===== src/rtl/se_sram_srw_arbiter_2_pkg.sv =====
`default_nettype none
`timescale 1ns/1ps
// ============================================================================
// Module   : se_sram_srw_arbiter_2_pkg
// Brief    : Owner-state encoding and burst-counter width shared by the arbiter.
// Revision : 1.0 - initial release
// ============================================================================
package se_sram_srw_arbiter_2_pkg;

    typedef enum logic [1:0] {
        OWN_NONE = 2'd0,
        OWN_0    = 2'd1,
        OWN_1    = 2'd2
    } owner_e;

    localparam int unsigned c_burst_cnt_w = 4;

endpackage
`default_nettype wire


===== src/rtl/se_sram_srw_arbiter_2_if.sv =====
`default_nettype none
`timescale 1ns/1ps
// ============================================================================
// Module   : se_sram_srw_arbiter_2_if
// Brief    : Requester, read-return and SRAM-side signals of the 2-way arbiter.
// Revision : 1.0 - initial release
// ============================================================================
interface se_sram_srw_arbiter_2_if #(
    parameter int ADDRESS_WIDTH = 14,
    parameter int DATA_WIDTH    = 8
);
    logic                     req_0;
    logic                     req_1;
    logic                     req_lock_0;
    logic                     req_lock_1;
    logic                     req_read_not_write_0;
    logic                     req_read_not_write_1;
    logic [ADDRESS_WIDTH-1:0] req_address_0;
    logic [ADDRESS_WIDTH-1:0] req_address_1;
    logic [DATA_WIDTH-1:0]    req_write_data_0;
    logic [DATA_WIDTH-1:0]    req_write_data_1;
    logic                     ack_0;
    logic                     ack_1;
    logic                     rd_valid_0;
    logic                     rd_valid_1;
    logic [DATA_WIDTH-1:0]    rd_data;
    logic                     sram_select;
    logic                     sram_read_not_write;
    logic [ADDRESS_WIDTH-1:0] sram_address;
    logic [DATA_WIDTH-1:0]    sram_write_data;
    logic [DATA_WIDTH-1:0]    sram_data_out;

    // The arbiter side.
    modport slave (
        input  req_0, req_1, req_lock_0, req_lock_1,
        input  req_read_not_write_0, req_read_not_write_1,
        input  req_address_0, req_address_1,
        input  req_write_data_0, req_write_data_1,
        input  sram_data_out,
        output ack_0, ack_1, rd_valid_0, rd_valid_1, rd_data,
        output sram_select, sram_read_not_write, sram_address, sram_write_data
    );

    // The clients plus SRAM side.
    modport master (
        output req_0, req_1, req_lock_0, req_lock_1,
        output req_read_not_write_0, req_read_not_write_1,
        output req_address_0, req_address_1,
        output req_write_data_0, req_write_data_1,
        output sram_data_out,
        input  ack_0, ack_1, rd_valid_0, rd_valid_1, rd_data,
        input  sram_select, sram_read_not_write, sram_address, sram_write_data
    );
endinterface
`default_nettype wire


===== src/rtl/se_sram_srw_arbiter_2_rr.sv =====
`default_nettype none
`timescale 1ns/1ps
// ============================================================================
// Module   : se_arbiter_rr_2
// Brief    : Combinational 2-way round-robin pick honouring a current owner.
// Revision : 1.0 - initial release
// ============================================================================
module se_arbiter_rr_2
    import se_sram_srw_arbiter_2_pkg::*;
(
    input  logic [1:0] i_req,
    input  logic       i_last_grant,
    input  owner_e     i_owner,
    output logic       o_winner,
    output logic       o_valid
);

    always_comb begin
        o_winner = 1'b0;
        o_valid  = 1'b0;
        if ((i_owner == OWN_0) && i_req[0]) begin
            o_winner = 1'b0;
            o_valid  = 1'b1;
        end else if ((i_owner == OWN_1) && i_req[1]) begin
            o_winner = 1'b1;
            o_valid  = 1'b1;
        end else if (&i_req) begin
            // Contention: whoever did not win last time goes next.
            o_winner = ~i_last_grant;
            o_valid  = 1'b1;
        end else if (i_req[1]) begin
            o_winner = 1'b1;
            o_valid  = 1'b1;
        end else if (i_req[0]) begin
            o_winner = 1'b0;
            o_valid  = 1'b1;
        end
    end

endmodule
`default_nettype wire


===== src/rtl/se_sram_srw_arbiter_2.sv =====
`default_nettype none
`timescale 1ns/1ps
// ============================================================================
// Module   : se_sram_srw_arbiter_2
// Brief    : Shares one single-port sync SRAM between two requesters (RR + lock).
// Revision : 1.0 - initial release
// ============================================================================
module se_sram_srw_arbiter_2 #(
    parameter int ADDRESS_WIDTH = 14,
    parameter int DATA_WIDTH    = 8,
    parameter int MAX_BURST     = 4
) (
    input  logic                   sram_clock,
    input  logic                   sram_clock__enable,
    input  logic                   reset_n,
    se_sram_srw_arbiter_2_if.slave bus
);
    import se_sram_srw_arbiter_2_pkg::*;

    localparam logic [c_burst_cnt_w:0] c_max_burst = MAX_BURST[c_burst_cnt_w:0];

    owner_e                   owner_q, owner_d;
    logic [c_burst_cnt_w-1:0] burst_count_q, burst_count_d;
    logic                     last_grant_q, last_grant_d;
    logic                     rd_pending_q, rd_pending_d;
    logic                     rd_tag_q, rd_tag_d;

    logic                     w_winner;
    logic                     w_arb_valid;
    logic                     w_grant;
    logic                     w_win_lock;
    logic                     w_win_rnw;
    logic                     w_lock_allowed;
    logic [c_burst_cnt_w:0]   w_burst_inc;
    logic [ADDRESS_WIDTH-1:0] w_addr;
    logic [DATA_WIDTH-1:0]    w_wdata;

    se_arbiter_rr_2 u_rr (
        .i_req        ({bus.req_1, bus.req_0}),
        .i_last_grant (last_grant_q),
        .i_owner      (owner_q),
        .o_winner     (w_winner),
        .o_valid      (w_arb_valid)
    );

    // No grant while stalled or while reset is asserted, even with requests up.
    assign w_grant     = sram_clock__enable & reset_n & w_arb_valid;
    assign w_win_lock  = w_winner ? bus.req_lock_1 : bus.req_lock_0;
    assign w_win_rnw   = w_winner ? bus.req_read_not_write_1 : bus.req_read_not_write_0;
    assign w_burst_inc = {1'b0, burst_count_q} + 1'b1;

    // A winner that merely fell through past an idle owner cannot start a lock.
    assign w_lock_allowed = (owner_q == OWN_NONE) ||
                            ((owner_q == OWN_0) && !w_winner) ||
                            ((owner_q == OWN_1) &&  w_winner);

    always_comb begin
        owner_d       = owner_q;
        burst_count_d = burst_count_q;
        last_grant_d  = last_grant_q;
        rd_pending_d  = rd_pending_q;
        rd_tag_d      = rd_tag_q;
        if (sram_clock__enable) begin
            rd_pending_d = w_grant & w_win_rnw;
            if (w_grant && w_win_rnw) begin
                rd_tag_d = w_winner;
            end
            if (w_grant) begin
                last_grant_d = w_winner;
                if (w_win_lock && w_lock_allowed && (w_burst_inc < c_max_burst)) begin
                    owner_d       = w_winner ? OWN_1 : OWN_0;
                    burst_count_d = w_burst_inc[c_burst_cnt_w-1:0];
                end else begin
                    owner_d       = OWN_NONE;
                    burst_count_d = '0;
                end
            end else begin
                // No grant means any owner has dropped its request.
                owner_d       = OWN_NONE;
                burst_count_d = '0;
            end
        end
    end

    always_ff @(posedge sram_clock or negedge reset_n) begin
        if (!reset_n) begin
            owner_q       <= OWN_NONE;
            burst_count_q <= '0;
            last_grant_q  <= 1'b1;
            rd_pending_q  <= 1'b0;
            rd_tag_q      <= 1'b0;
        end else begin
            owner_q       <= owner_d;
            burst_count_q <= burst_count_d;
            last_grant_q  <= last_grant_d;
            rd_pending_q  <= rd_pending_d;
            rd_tag_q      <= rd_tag_d;
        end
    end

    assign w_addr  = (w_grant && w_winner) ? bus.req_address_1    : bus.req_address_0;
    assign w_wdata = (w_grant && w_winner) ? bus.req_write_data_1 : bus.req_write_data_0;

    assign bus.ack_0               = w_grant & ~w_winner;
    assign bus.ack_1               = w_grant &  w_winner;
    assign bus.sram_select         = w_grant;
    assign bus.sram_read_not_write = (w_grant && w_winner) ? bus.req_read_not_write_1
                                                           : bus.req_read_not_write_0;
    assign bus.sram_address        = w_addr;
    assign bus.sram_write_data     = w_wdata;

    assign bus.rd_valid_0 = rd_pending_q & ~rd_tag_q;
    assign bus.rd_valid_1 = rd_pending_q &  rd_tag_q;
    assign bus.rd_data    = bus.sram_data_out;

endmodule
`default_nettype wire


===== src/flat_wrapper.sv =====
// flat-port wrapper written by rule: the top's interface ports become plain ports
module se_sram_srw_arbiter_2_flat import se_sram_srw_arbiter_2_pkg::*;
#(
    parameter int ADDRESS_WIDTH = 14,
    parameter int DATA_WIDTH    = 8,
    parameter int MAX_BURST     = 4
)
  (sram_clock, sram_clock__enable, reset_n, bus_req_0, bus_req_1, bus_req_lock_0, bus_req_lock_1, bus_req_read_not_write_0, bus_req_read_not_write_1, bus_req_address_0, bus_req_address_1, bus_req_write_data_0, bus_req_write_data_1, bus_sram_data_out, bus_ack_0, bus_ack_1, bus_rd_valid_0, bus_rd_valid_1, bus_rd_data, bus_sram_select, bus_sram_read_not_write, bus_sram_address, bus_sram_write_data);
  se_sram_srw_arbiter_2_if #(.ADDRESS_WIDTH(ADDRESS_WIDTH), .DATA_WIDTH(DATA_WIDTH)) bus_i ();
  input  logic sram_clock;
  input  logic sram_clock__enable;
  input  logic reset_n;
  input wire logic [$bits(bus_i.req_0)-1:0] bus_req_0;
  input wire logic [$bits(bus_i.req_1)-1:0] bus_req_1;
  input wire logic [$bits(bus_i.req_lock_0)-1:0] bus_req_lock_0;
  input wire logic [$bits(bus_i.req_lock_1)-1:0] bus_req_lock_1;
  input wire logic [$bits(bus_i.req_read_not_write_0)-1:0] bus_req_read_not_write_0;
  input wire logic [$bits(bus_i.req_read_not_write_1)-1:0] bus_req_read_not_write_1;
  input wire logic [$bits(bus_i.req_address_0)-1:0] bus_req_address_0;
  input wire logic [$bits(bus_i.req_address_1)-1:0] bus_req_address_1;
  input wire logic [$bits(bus_i.req_write_data_0)-1:0] bus_req_write_data_0;
  input wire logic [$bits(bus_i.req_write_data_1)-1:0] bus_req_write_data_1;
  input wire logic [$bits(bus_i.sram_data_out)-1:0] bus_sram_data_out;
  output wire logic [$bits(bus_i.ack_0)-1:0] bus_ack_0;
  output wire logic [$bits(bus_i.ack_1)-1:0] bus_ack_1;
  output wire logic [$bits(bus_i.rd_valid_0)-1:0] bus_rd_valid_0;
  output wire logic [$bits(bus_i.rd_valid_1)-1:0] bus_rd_valid_1;
  output wire logic [$bits(bus_i.rd_data)-1:0] bus_rd_data;
  output wire logic [$bits(bus_i.sram_select)-1:0] bus_sram_select;
  output wire logic [$bits(bus_i.sram_read_not_write)-1:0] bus_sram_read_not_write;
  output wire logic [$bits(bus_i.sram_address)-1:0] bus_sram_address;
  output wire logic [$bits(bus_i.sram_write_data)-1:0] bus_sram_write_data;
  assign bus_i.req_0 = bus_req_0;
  assign bus_i.req_1 = bus_req_1;
  assign bus_i.req_lock_0 = bus_req_lock_0;
  assign bus_i.req_lock_1 = bus_req_lock_1;
  assign bus_i.req_read_not_write_0 = bus_req_read_not_write_0;
  assign bus_i.req_read_not_write_1 = bus_req_read_not_write_1;
  assign bus_i.req_address_0 = bus_req_address_0;
  assign bus_i.req_address_1 = bus_req_address_1;
  assign bus_i.req_write_data_0 = bus_req_write_data_0;
  assign bus_i.req_write_data_1 = bus_req_write_data_1;
  assign bus_i.sram_data_out = bus_sram_data_out;
  assign bus_ack_0 = bus_i.ack_0;
  assign bus_ack_1 = bus_i.ack_1;
  assign bus_rd_valid_0 = bus_i.rd_valid_0;
  assign bus_rd_valid_1 = bus_i.rd_valid_1;
  assign bus_rd_data = bus_i.rd_data;
  assign bus_sram_select = bus_i.sram_select;
  assign bus_sram_read_not_write = bus_i.sram_read_not_write;
  assign bus_sram_address = bus_i.sram_address;
  assign bus_sram_write_data = bus_i.sram_write_data;
  se_sram_srw_arbiter_2 #(.ADDRESS_WIDTH(ADDRESS_WIDTH), .DATA_WIDTH(DATA_WIDTH), .MAX_BURST(MAX_BURST)) u_core (.sram_clock(sram_clock), .sram_clock__enable(sram_clock__enable), .reset_n(reset_n), .bus(bus_i));
endmodule

===== config.mk =====
export PLATFORM = sky130hd
export DESIGN_NAME = se_sram_srw_arbiter_2_flat
export DESIGN_NICKNAME = d
export VERILOG_FILES = /design/src/rtl/se_sram_srw_arbiter_2_pkg.sv /design/src/rtl/se_sram_srw_arbiter_2_if.sv /design/src/rtl/se_sram_srw_arbiter_2_rr.sv /design/src/rtl/se_sram_srw_arbiter_2.sv /design/src/flat_wrapper.sv
export SDC_FILE = /design/constraint.sdc
export NUM_CORES = 1
export LEC_CHECK = 0
export CORE_ASPECT_RATIO = 0.75
export CORE_MARGIN = 4
export CORE_UTILIZATION = 29
export DETAILED_ROUTE_END_ITERATION = 10
export MAX_ROUTING_LAYER = met4
export PLACE_DENSITY = 0.81
export SYNTH_ARGS = -nofsm -noshare
export SYNTH_HDL_FRONTEND = slang
export SYNTH_SLANG_ARGS = --single-unit

===== constraint.sdc =====
create_clock -name sram_clock -period 2.48 [get_ports sram_clock]
set_input_delay 0.744 -clock sram_clock [delete_from_list [all_inputs] [get_ports sram_clock]]
set_output_delay 0.744 -clock sram_clock [all_outputs]
set_load 0.03 [all_outputs]

==> results of run 1 <==
-- critical path, delay by kind of cell --
| kind | cells | cell delay (ps) |
|---|---|---|
| compound gates | 2 | 280 |
| buf+inv | 4 | 440 |
| mux | 1 | 300 |
| simple gates | 1 | 110 |
-- metrics by stage --
| step | worst slack (ps) | power (mW) | std cells | setup TNS [ps] | hold WS (ps) |
|---|---|---|---|---|---|
| detailed placement | -1030 | 0.514 | 204 | -23360 | 504 |
| floorplan | 59.4 | 0.362 | 84 | 0 | 448 |
| finish | -140 | 0.732 | 218 | -2700 | 488 |
| global route | -173 | 0.761 | 218 | -3520 | 496 |
| CTS | -117 | 0.718 | 215 | -2150 | 516 |
| global placement | -978 | 0.506 | 204 | -22520 | 492 |
-- synthesized netlist by cell type, drive strengths merged (2+ instances only) --
cell | n | area (µm²)
inv | 5 | 23.8
nand3 | 2 | 22.5
nor2b | 4 | 25.0
o211ai | 2 | 15.0
o21ai | 4 | 23.8
nor2 | 5 | 18.8
nand2 | 4 | 15.0
dfrtp | 8 | 200
a21boi | 2 | 18.8
mux2 | 23 | 327
a21oi | 2 | 10.0
buf | 10 | 100
o2bb2ai | 2 | 17.5
-- worst max path at each step --
stage / from / end
6_report: bus_req_0 / bus_sram_address[6]
5_1_grt: u_core.last_grant_q$_DFFE_PN1P_ / bus_sram_address[6]
4_1_cts: bus_req_0 / bus_sram_address[6]
2_1_floorplan: bus_req_0 / bus_sram_address[10]
3_5_place_dp: bus_req_0 / bus_sram_address[13]
3_3_place_gp: bus_req_0 / bus_sram_write_data[0]
-- cell families after synthesis --
kind of cell / share of synthesized area [%]
mux: 34.9
compound gates: 14.9
simple gates: 10.3
buf+inv: 13.3
flops: 24.2
fa+ha+maj: 2.41
-- repair_timing --
item	CTS	global route
pin swaps	2	3
resized for setup	189	8
cloned	3	0
setup endpoints to repair	26	26
buffers inserted	4	4
-- power groups by stage --
stage / Sequential, mW / Clock, mW / Combinational (mW)
6_report: 0.173 / 0.166 / 0.393
5_1_grt: 0.174 / 0.175 / 0.412
4_1_cts: 0.170 / 0.170 / 0.378
3_5_place_dp: 0.172 / 0 / 0.342
3_3_place_gp: 0.171 / 0 / 0.335
2_1_floorplan: 0.170 / 0 / 0.192
-- final cells by class --
class	instances	area (µm²)	area share, %
Sequential cell	9	226	11.3
Multi-Input combinational cell	60	618	30.8
Timing Repair Buffer	99	991	49.4
Clock buffer	4	45.0	2.24
Inverter	5	31.3	1.56
Tap cell	38	47.5	2.37
Timing Repair inverter	3	47.5	2.37
-- state kept, by name (all words and copies together) (netlist names) --
name and count:
u_core.burst_count_q 4, u_core.last_grant_q 1, u_core.owner_q 2, u_core.rd_pending_q 1
u_core.rd_tag_q 1
-- routing by layer --
layer	vias to the layer above	global-route usage, %
met5	-	-
met4	0	4.39
met3	10	5.81
met2	54	33.0
met1	481	19.6
li1	488	-
-- cell usage in the layout (no fill, tap or decap), types with 2 or more instances in the layout --
master,count
clkbuf_8,3
buf_6,28
inv_1,4
clkdlybuf4s50_1,50
nand2_1,4
o21ai_0,3
inv_12,2
o2bb2ai_1,2
o211ai_1,2
nor2_1,4
dfrtp_1,8
a21oi_1,2
nor2b_1,4
mux2_4,23
buf_4,16
==> flow_summary.toml, run 1 <==
[power]
power.share.combinational_pct = 53.7
switching_share_pct = 32.4
p_per_area_nw_per_um2 = 365
power_frac_seq_pct = 23.6
p_sw_mw = 0.237
vdd_drop_max_mv = 0.369
leakage_nw = 0.916
p_int_mw = 0.495
p_clk_share_pct = 22.7

[sta]
finalWorstSetupSlack_ps = -140
hold_viol = 0
max_freq_mhz = 382
period_needed_ps = 2620
period_share_pct = 106
relSlewSlack_pct = 68.7
finClkSkew_ps = 0.837
worst_pin_slew_ps = 468
finalMaxSlewViolations = 0
finalSetupViolCount = 23
rsz0062_at_grt = "true"

[synthesis]
synth_nets = 146
syn_area_um2 = 935
synth-main-ff-cell = "dfrtp_1"
synth.distinct_cells = 30
synth_edf_count = 0
synth_seq_area_share_pct = 24.2
ys_ff_latch = 9
synth.avg_cell_area_um2 = 11.1
yosysWarningCount = 0
synth-async-reset-ratio_pct = 100
synth_cells = 84

[cts]
clock_latency_ps = 230
clock-sinks = 9
path_clk_slew_ps = 40
cts-root-buf = "clkbuf_8"
clockBufferDepth = 2
cts_tree = "yes"
htree_levels = 1
postCtsHoldBufs = 0
numCtsBuffers = 3

[critical_path]
reg2reg_depth = 7
r2r-start = "u_core.last_grant_q$_DFFE_PN1P_"
path_cells = "buf_8, o21ai_4, o21a_4, nand3_4, buf_12, inv_12, mux2_4, buf_6"
required_ps = 1740
crit_fanout = 6
worstSetupStartpointType = "input pin"
slowest_delay_ps = 300
cp.arrival_ps = 1880
critPathCaptureType = "primary output"
rrSetupSlack_ps = 720
reg2reg_to = "u_core.rd_pending_q$_DFFE_PN0P_"
crit_slowest_cell = "mux2_4"
critical_path_class = "in -> out"

[final_layout]
finish.utilization_pct = 66.4
final_nets = 243
final_layout_size_suffix_gt1_share_pct = 47.2
fill_cells = 206
stdcell_area_um2 = 2010
area_growth_pct = 115
antenna-diode-count = 0

[route]
drtIter0Drc = 24
viasPerCell = 4.74
ant_nets = 0
wl_met2_um = 2150
m1WireLength_um = 1410
wl_met3_um = 364
drt_wl_total_um = 4000
drc = 0
highest_layer = "met4"
routedWlPerCell_um = 18.3
num_vias = 1033
firstDrtPassIters = 4

[global_routing]
grt_pass1_wl_um = 5800
grt_max_degree = 12
grt_pass1_vias = 1133
antenna_found_initial = 0
grt.overflow.total = 0
grt_usage_pct = 18.4

[floorplanning]
start_util_pct = 30.9
die_area_um2 = 4200
die_h_um = 57.2
die_w_um = 73.6
placementRows = 17
coreArea_um2 = 3020
num_io_pins = 97

[min_path]
hold_path_class = "in -> async"

[place]
gp_congestion = 0.900
port_buffers = 80
dp_hpwl_um = 2970
place_area_um2 = 1770

[job]
drv_cap = 0

[run_status]
outcome = "finished with violations"
violations = "setup timing"
No activity file was read; power rests on OpenSTA's default activity.
==> run 2, diff against run 1 <==
--- a/config.mk
+++ b/config.mk
@@ -6,7 +6,7 @@
 export NUM_CORES = 1
 export LEC_CHECK = 0
 export CORE_ASPECT_RATIO = 0.75
-export CORE_MARGIN = 4
+export CORE_MARGIN = 2
 export CORE_UTILIZATION = 29
 export DETAILED_ROUTE_END_ITERATION = 10
 export MAX_ROUTING_LAYER = met4
==> constraint.sdc (replaced) <==
create_clock -name sram_clock -period 3 [get_ports sram_clock]
set_input_delay 0.9 -clock sram_clock [delete_from_list [all_inputs] [get_ports sram_clock]]
set_output_delay 0.9 -clock sram_clock [all_outputs]
set_load 0.03 [all_outputs]
==> flow_summary.toml, run 2 (synthesis gave the netlist of run 1 again) <==
[route]
viasPerCell = 4.56
ant_nets = 0
num_vias = 966
firstDrtPassIters = 4
routedWlPerCell_um = 16.0
drtIter0Drc = 13
drt_wl_total_um = 3390
drc = 0

[global_routing]
grt_usage_pct = 18.4
grt_max_degree = 12
grt_pass1_wl_um = 4890
antenna_found_initial = 0
grt.overflow.total = 0
grt_pass1_vias = 985

[sta]
finalSetupViolCount = 0
finalWorstSetupSlack_ps = 0.943
period_share_pct = 100
worst_pin_slew_ps = 332
rsz0062_at_grt = "true"
max_freq_mhz = 333
relSlewSlack_pct = 77.7
finClkSkew_ps = 2.36
finalMaxSlewViolations = 0
period_needed_ps = 3000
hold_viol = 0

[final_layout]
final_nets = 237
largest_reg_flops = 4
area_growth_pct = 102
final_cell_mix = "clkdlybuf4s50_1, mux2_4, buf_6, buf_4, dfrtp_1"
reg_top3 = "u_core.burst_count_q: 4 flops, u_core.owner_q: 2 flops"
final_layout_size_suffix_gt1_share_pct = 44.3
antenna-diode-count = 0
registers.top_by_ff_count = "u_core.burst_count_q"
final_common_cell = "clkdlybuf4s50_1"

[floorplanning]
die_w_um = 69.6
die_area_um2 = 3700
start_util_pct = 31.2
coreArea_um2 = 3000
die_h_um = 53.2
num_io_pins = 97
placementRows = 17

[cts]
numCtsBuffers = 3
cts-root-buf = "clkbuf_8"
clock-sinks = 9
clock_latency_ps = 230
cts_tree = "yes"
clockBufferDepth = 2
htree_levels = 1
path_clk_slew_ps = 40

[power]
total_power_mw = 0.574
vdd_drop_max_mv = 0.222
p_per_area_nw_per_um2 = 304
leakage_nw = 0.862

[place]
gp_congestion = 0.942
dp_hpwl_um = 2580
port_buffers = 80
dp_slack_ps = -826

[critical_path]
crit_buf_inv = 3
crit_family = "buffers and inverters"
slowest_delay_ps = 330
path_cells = "buf_6, o21ai_4, o21a_4, nand3_4, inv_6, mux2_4, buf_6"
required_ps = 2100
critical_path_class = "in -> out"
crit_slowest_cell = "mux2_4"
crit_fanout = 6
cp.arrival_ps = 2100
path_common_cell = "buf_6"
worstSetupStartpointType = "input pin"
critPathCaptureType = "primary output"

[min_path]
hold_path_class = "reg -> reg"

[job]
drv_cap = 0

[run_status]
outcome = "finished clean"
==> run 2: cell count changes in the layout (fill, tap and decap cells not counted), moves of 2 or more <==
cell	before	now
inv_6	0	2
dlygate4sd2_1	0	2
buf_4	16	20
buf_6	28	20
==> run 2: final cells by class <==
cell class / count / area, µm²
multi-input cells: 60 / 607
repair inverters: 3 / 28.8
repair buffers: 93 / 898
well taps: 38 / 47.5
fillers: 236 / 1110
inverters: 5 / 31.3
clock buffers: 4 / 45.0
flip-flops and latches: 9 / 226
==> run 2: path summary, 6_finish.rpt <==
kind	startpoint	endpoint	slack, ps	depth (start not counted)
setup / recovery	bus_req_0	bus_sram_address[5]	0.9	7
hold / removal	u_core.burst_count_q[3]$_DFFE_PN0P_	u_core.burst_count_q[3]$_DFFE_PN0P_	510	1
setup reg to reg	u_core.last_grant_q$_DFFE_PN1P_	u_core.rd_pending_q$_DFFE_PN0P_	1140	7
hold reg to reg	u_core.burst_count_q[3]$_DFFE_PN0P_	u_core.burst_count_q[3]$_DFFE_PN0P_	510	1
max in group asynchronous	reset_n	u_core.last_grant_q$_DFFE_PN1P_	1970	2
min in group asynchronous	reset_n	u_core.burst_count_q[0]$_DFFE_PN0P_	800	2
==> run 2: layer usage <==
layer  GRT usage [%]  share of wire [%]  vias up
met2            32.1                 54       46
met3            6.67                8.3        4
met1            20.1                 37      442
met4            5.56                1.0        0
met5               -                  0        -
li1                -                  -      474
==> run 2: through the flow <==
stage / setup TNS (ps) / cell area, µm² / hold slack, ps / instances / util (%)
2_1_floorplan: 0 / 935 / 465 / 84 / -
6_report: 0 / 1880 / 506 / 212 / 62.8
5_1_grt: -131 / 1880 / 546 / 212 / 62.8
3_5_place_dp: -18030 / 1760 / 493 / 203 / 58.6
3_3_place_gp: -16920 / 1760 / 491 / 203 / 58.6
4_1_cts: 0 / 1800 / 508 / 211 / 59.9
==> run 2: where the power goes <==
group / total (mW) / switching, mW / internal (mW)
sequential: 0.142 / 0.00976 / 0.132
combinational: 0.296 / 0.129 / 0.167
clock: 0.135 / 0.0429 / 0.0922
total: 0.574 / 0.182 / 0.392
==> run 2: what timing repair did <==
item,CTS,global route
setup endpoints to repair,25,23
gates resized for setup,152,37
hold buffers,0,0
gates cloned,3,0
buffers inserted,1,1
pin swaps,2,0
==> run 3, diff against run 2 <==
--- a/config.mk
+++ b/config.mk
@@ -10,7 +10,8 @@
 export CORE_UTILIZATION = 29
 export DETAILED_ROUTE_END_ITERATION = 10
 export MAX_ROUTING_LAYER = met4
-export PLACE_DENSITY = 0.81
+export PLACE_DENSITY_LB_ADDON = 0.15
+export SKIP_CTS_REPAIR_TIMING = 1
 export SYNTH_ARGS = -nofsm -noshare
 export SYNTH_HDL_FRONTEND = slang
 export SYNTH_SLANG_ARGS = --single-unit
==> flow_summary.toml, run 3 (synthesis gave the netlist of run 1 again) <==
[final_layout]
multi_input_area_um2 = 588
final_common_cell = "clkdlybuf4s50_1"
area.sequential_um2 = 226
fill_cells = 245
largest_reg_flops = 4
antenna-diode-count = 0
final_layout_size_suffix_gt1_share_pct = 44.6
registers.top_by_ff_count = "u_core.burst_count_q"
area_growth_pct = 99.9
final_cell_mix = "clkdlybuf4s50_1, buf_4, mux2_4"
reg_top3 = "u_core.burst_count_q: 4 flops, u_core.owner_q: 2 flops"
final_nets = 240

[place]
port_buffers = 80
gp_congestion = 0.847
dp_slack_ps = -812
dp_hpwl_um = 2470

[power]
p_per_area_nw_per_um2 = 303
power.share.combinational_pct = 50.1
switching_share_pct = 32.2
power_frac_seq_pct = 24.9
vdd_drop_max_mv = 0.267
p_sw_mw = 0.182
p_clk_share_pct = 24.9
leakage_nw = 0.879
p_int_mw = 0.384

[floorplanning]
coreArea_um2 = 3000
die_h_um = 53.2
num_io_pins = 97
start_util_pct = 31.2
placementRows = 17
die_area_um2 = 3700
die_w_um = 69.6

[critical_path]
slowest_delay_ps = 290
crit_fanout = 4
crit_family = "buffers and inverters"
reg2reg_depth = 7
critical_path_class = "in -> out"
crit_slowest_cell = "mux2_4"
worstSetupStartpointType = "input pin"
critPathCaptureType = "primary output"
cp.arrival_ps = 2080
required_ps = 2100
cp.depth = 8
rrSetupSlack_ps = 1290
r2r-start = "u_core.last_grant_q$_DFFE_PN1P_"
path_cells = "clkbuf_2, o21ai_2, o21a_4, nand3_4, clkinv_8, buf_4, mux2_4, buf_2"
endpoint = "bus_sram_write_data[5]"
cp-startpoint = "bus_req_0"
reg2reg_to = "u_core.rd_pending_q$_DFFE_PN0P_"
crit_buf_inv = 4

[route]
drt_wl_total_um = 3420
num_vias = 993
firstDrtPassIters = 4
drtIter0Drc = 15
drc = 0
viasPerCell = 4.62
routedWlPerCell_um = 15.9
ant_nets = 0

[global_routing]
grt_usage_pct = 16.1
grt_pass1_wl_um = 4510
antenna_found_initial = 0
grt_max_degree = 25
grt_pass1_vias = 941
grt.overflow.total = 0

[run_status]
outcome = "finished clean"

[sta]
worst_pin_slew_ps = 377
period_needed_ps = 2980
finalMaxSlewViolations = 0
max_freq_mhz = 336
period_share_pct = 99.3
finClkSkew_ps = 2.30
finalWorstSetupSlack_ps = 20.3
hold_viol = 0
finalSetupViolCount = 0
hold_ws_ps = 517
relSlewSlack_pct = 74.6

[min_path]
worstHoldStart = "u_core.burst_count_q[3]$_DFFE_PN0P_"
hold_path_class = "reg -> reg"

[cts]
htree_levels = 1
numCtsBuffers = 3
clock_latency_ps = 230
path_clk_slew_ps = 40
clock-sinks = 9
cts-root-buf = "clkbuf_8"
clockBufferDepth = 2
cts_tree = "yes"

[job]
drv_cap = 0
run 3: cell count changes in the layout (fill, tap and decap cells not counted), moves of 3 or more:
cell	change
dlymetal6s2s_1	+3
buf_6	-9
buf_4	+5
clkbuf_2	+5
mux2_2	+3
mux2_4	-3
run 3: area by class of cell:
type / instances / share of cell area [%]
Multi-Input combinational cell: 60 / 31.5
Timing Repair inverter: 2 / 1.34
Inverter: 5 / 1.67
Clock buffer: 4 / 2.41
Timing Repair Buffer: 97 / 48.4
Tap cell: 38 / 2.55
Sequential cell: 9 / 12.1
run 3: power by group through the flow:
stage | clock network [mW] | registers, mW | logic (mW)
after CTS | 0.148 | 0.141 | 0.276
after global routing | 0.154 | 0.142 | 0.300
after detailed placement | 0 | 0.143 | 0.275
after floorplan | 0 | 0.141 | 0.159
after global placement | 0 | 0.143 | 0.271
final | 0.141 | 0.141 | 0.284
run 3: how the worst min path moves through the flow:
stage,end,cells past startpoint,slack [ps]
global route,u_core.burst_count_q[3]$_DFFE_PN0P_,1,550
global placement,u_core.burst_count_q[1]$_DFFE_PN0P_,1,500
floorplan,u_core.burst_count_q[3]$_DFFE_PN0P_,1,470
CTS,u_core.burst_count_q[3]$_DFFE_PN0P_,1,520
detailed placement,u_core.burst_count_q[3]$_DFFE_PN0P_,1,500
finish,u_core.burst_count_q[3]$_DFFE_PN0P_,1,520
run 3: layer usage:
| metal | track usage [%] | routed length, µm |
|---|---|---|
| met1 | 19.0 | 1430 |
| met2 | 27.1 | 1680 |
| met3 | 4.57 | 231 |
| met4 | 5.23 | 79 |
| met5 | - | 0 |
run 3: worst reg2reg max path, stage by stage (launching register included):
cell	delay [ps]
dfstp_2	560
a21boi_2	70
o21a_4	230
nand3_4	120
clkinv_8	80
buf_6	140
buf_4	130
a221o_1	280
run 3: through the flow:
step	cell area, µm²	std cells	utilization, %	setup TNS [ps]	power (mW)
6_report	1870	215	62.3	0	0.567
5_1_grt	1870	215	62.3	-38.2	0.596
4_1_cts	1790	206	59.8	-17280	0.565
3_5_place_dp	1750	202	58.3	-17270	0.418
3_3_place_gp	1750	202	58.3	-16450	0.414
2_1_floorplan	935	84	-	0	0.300
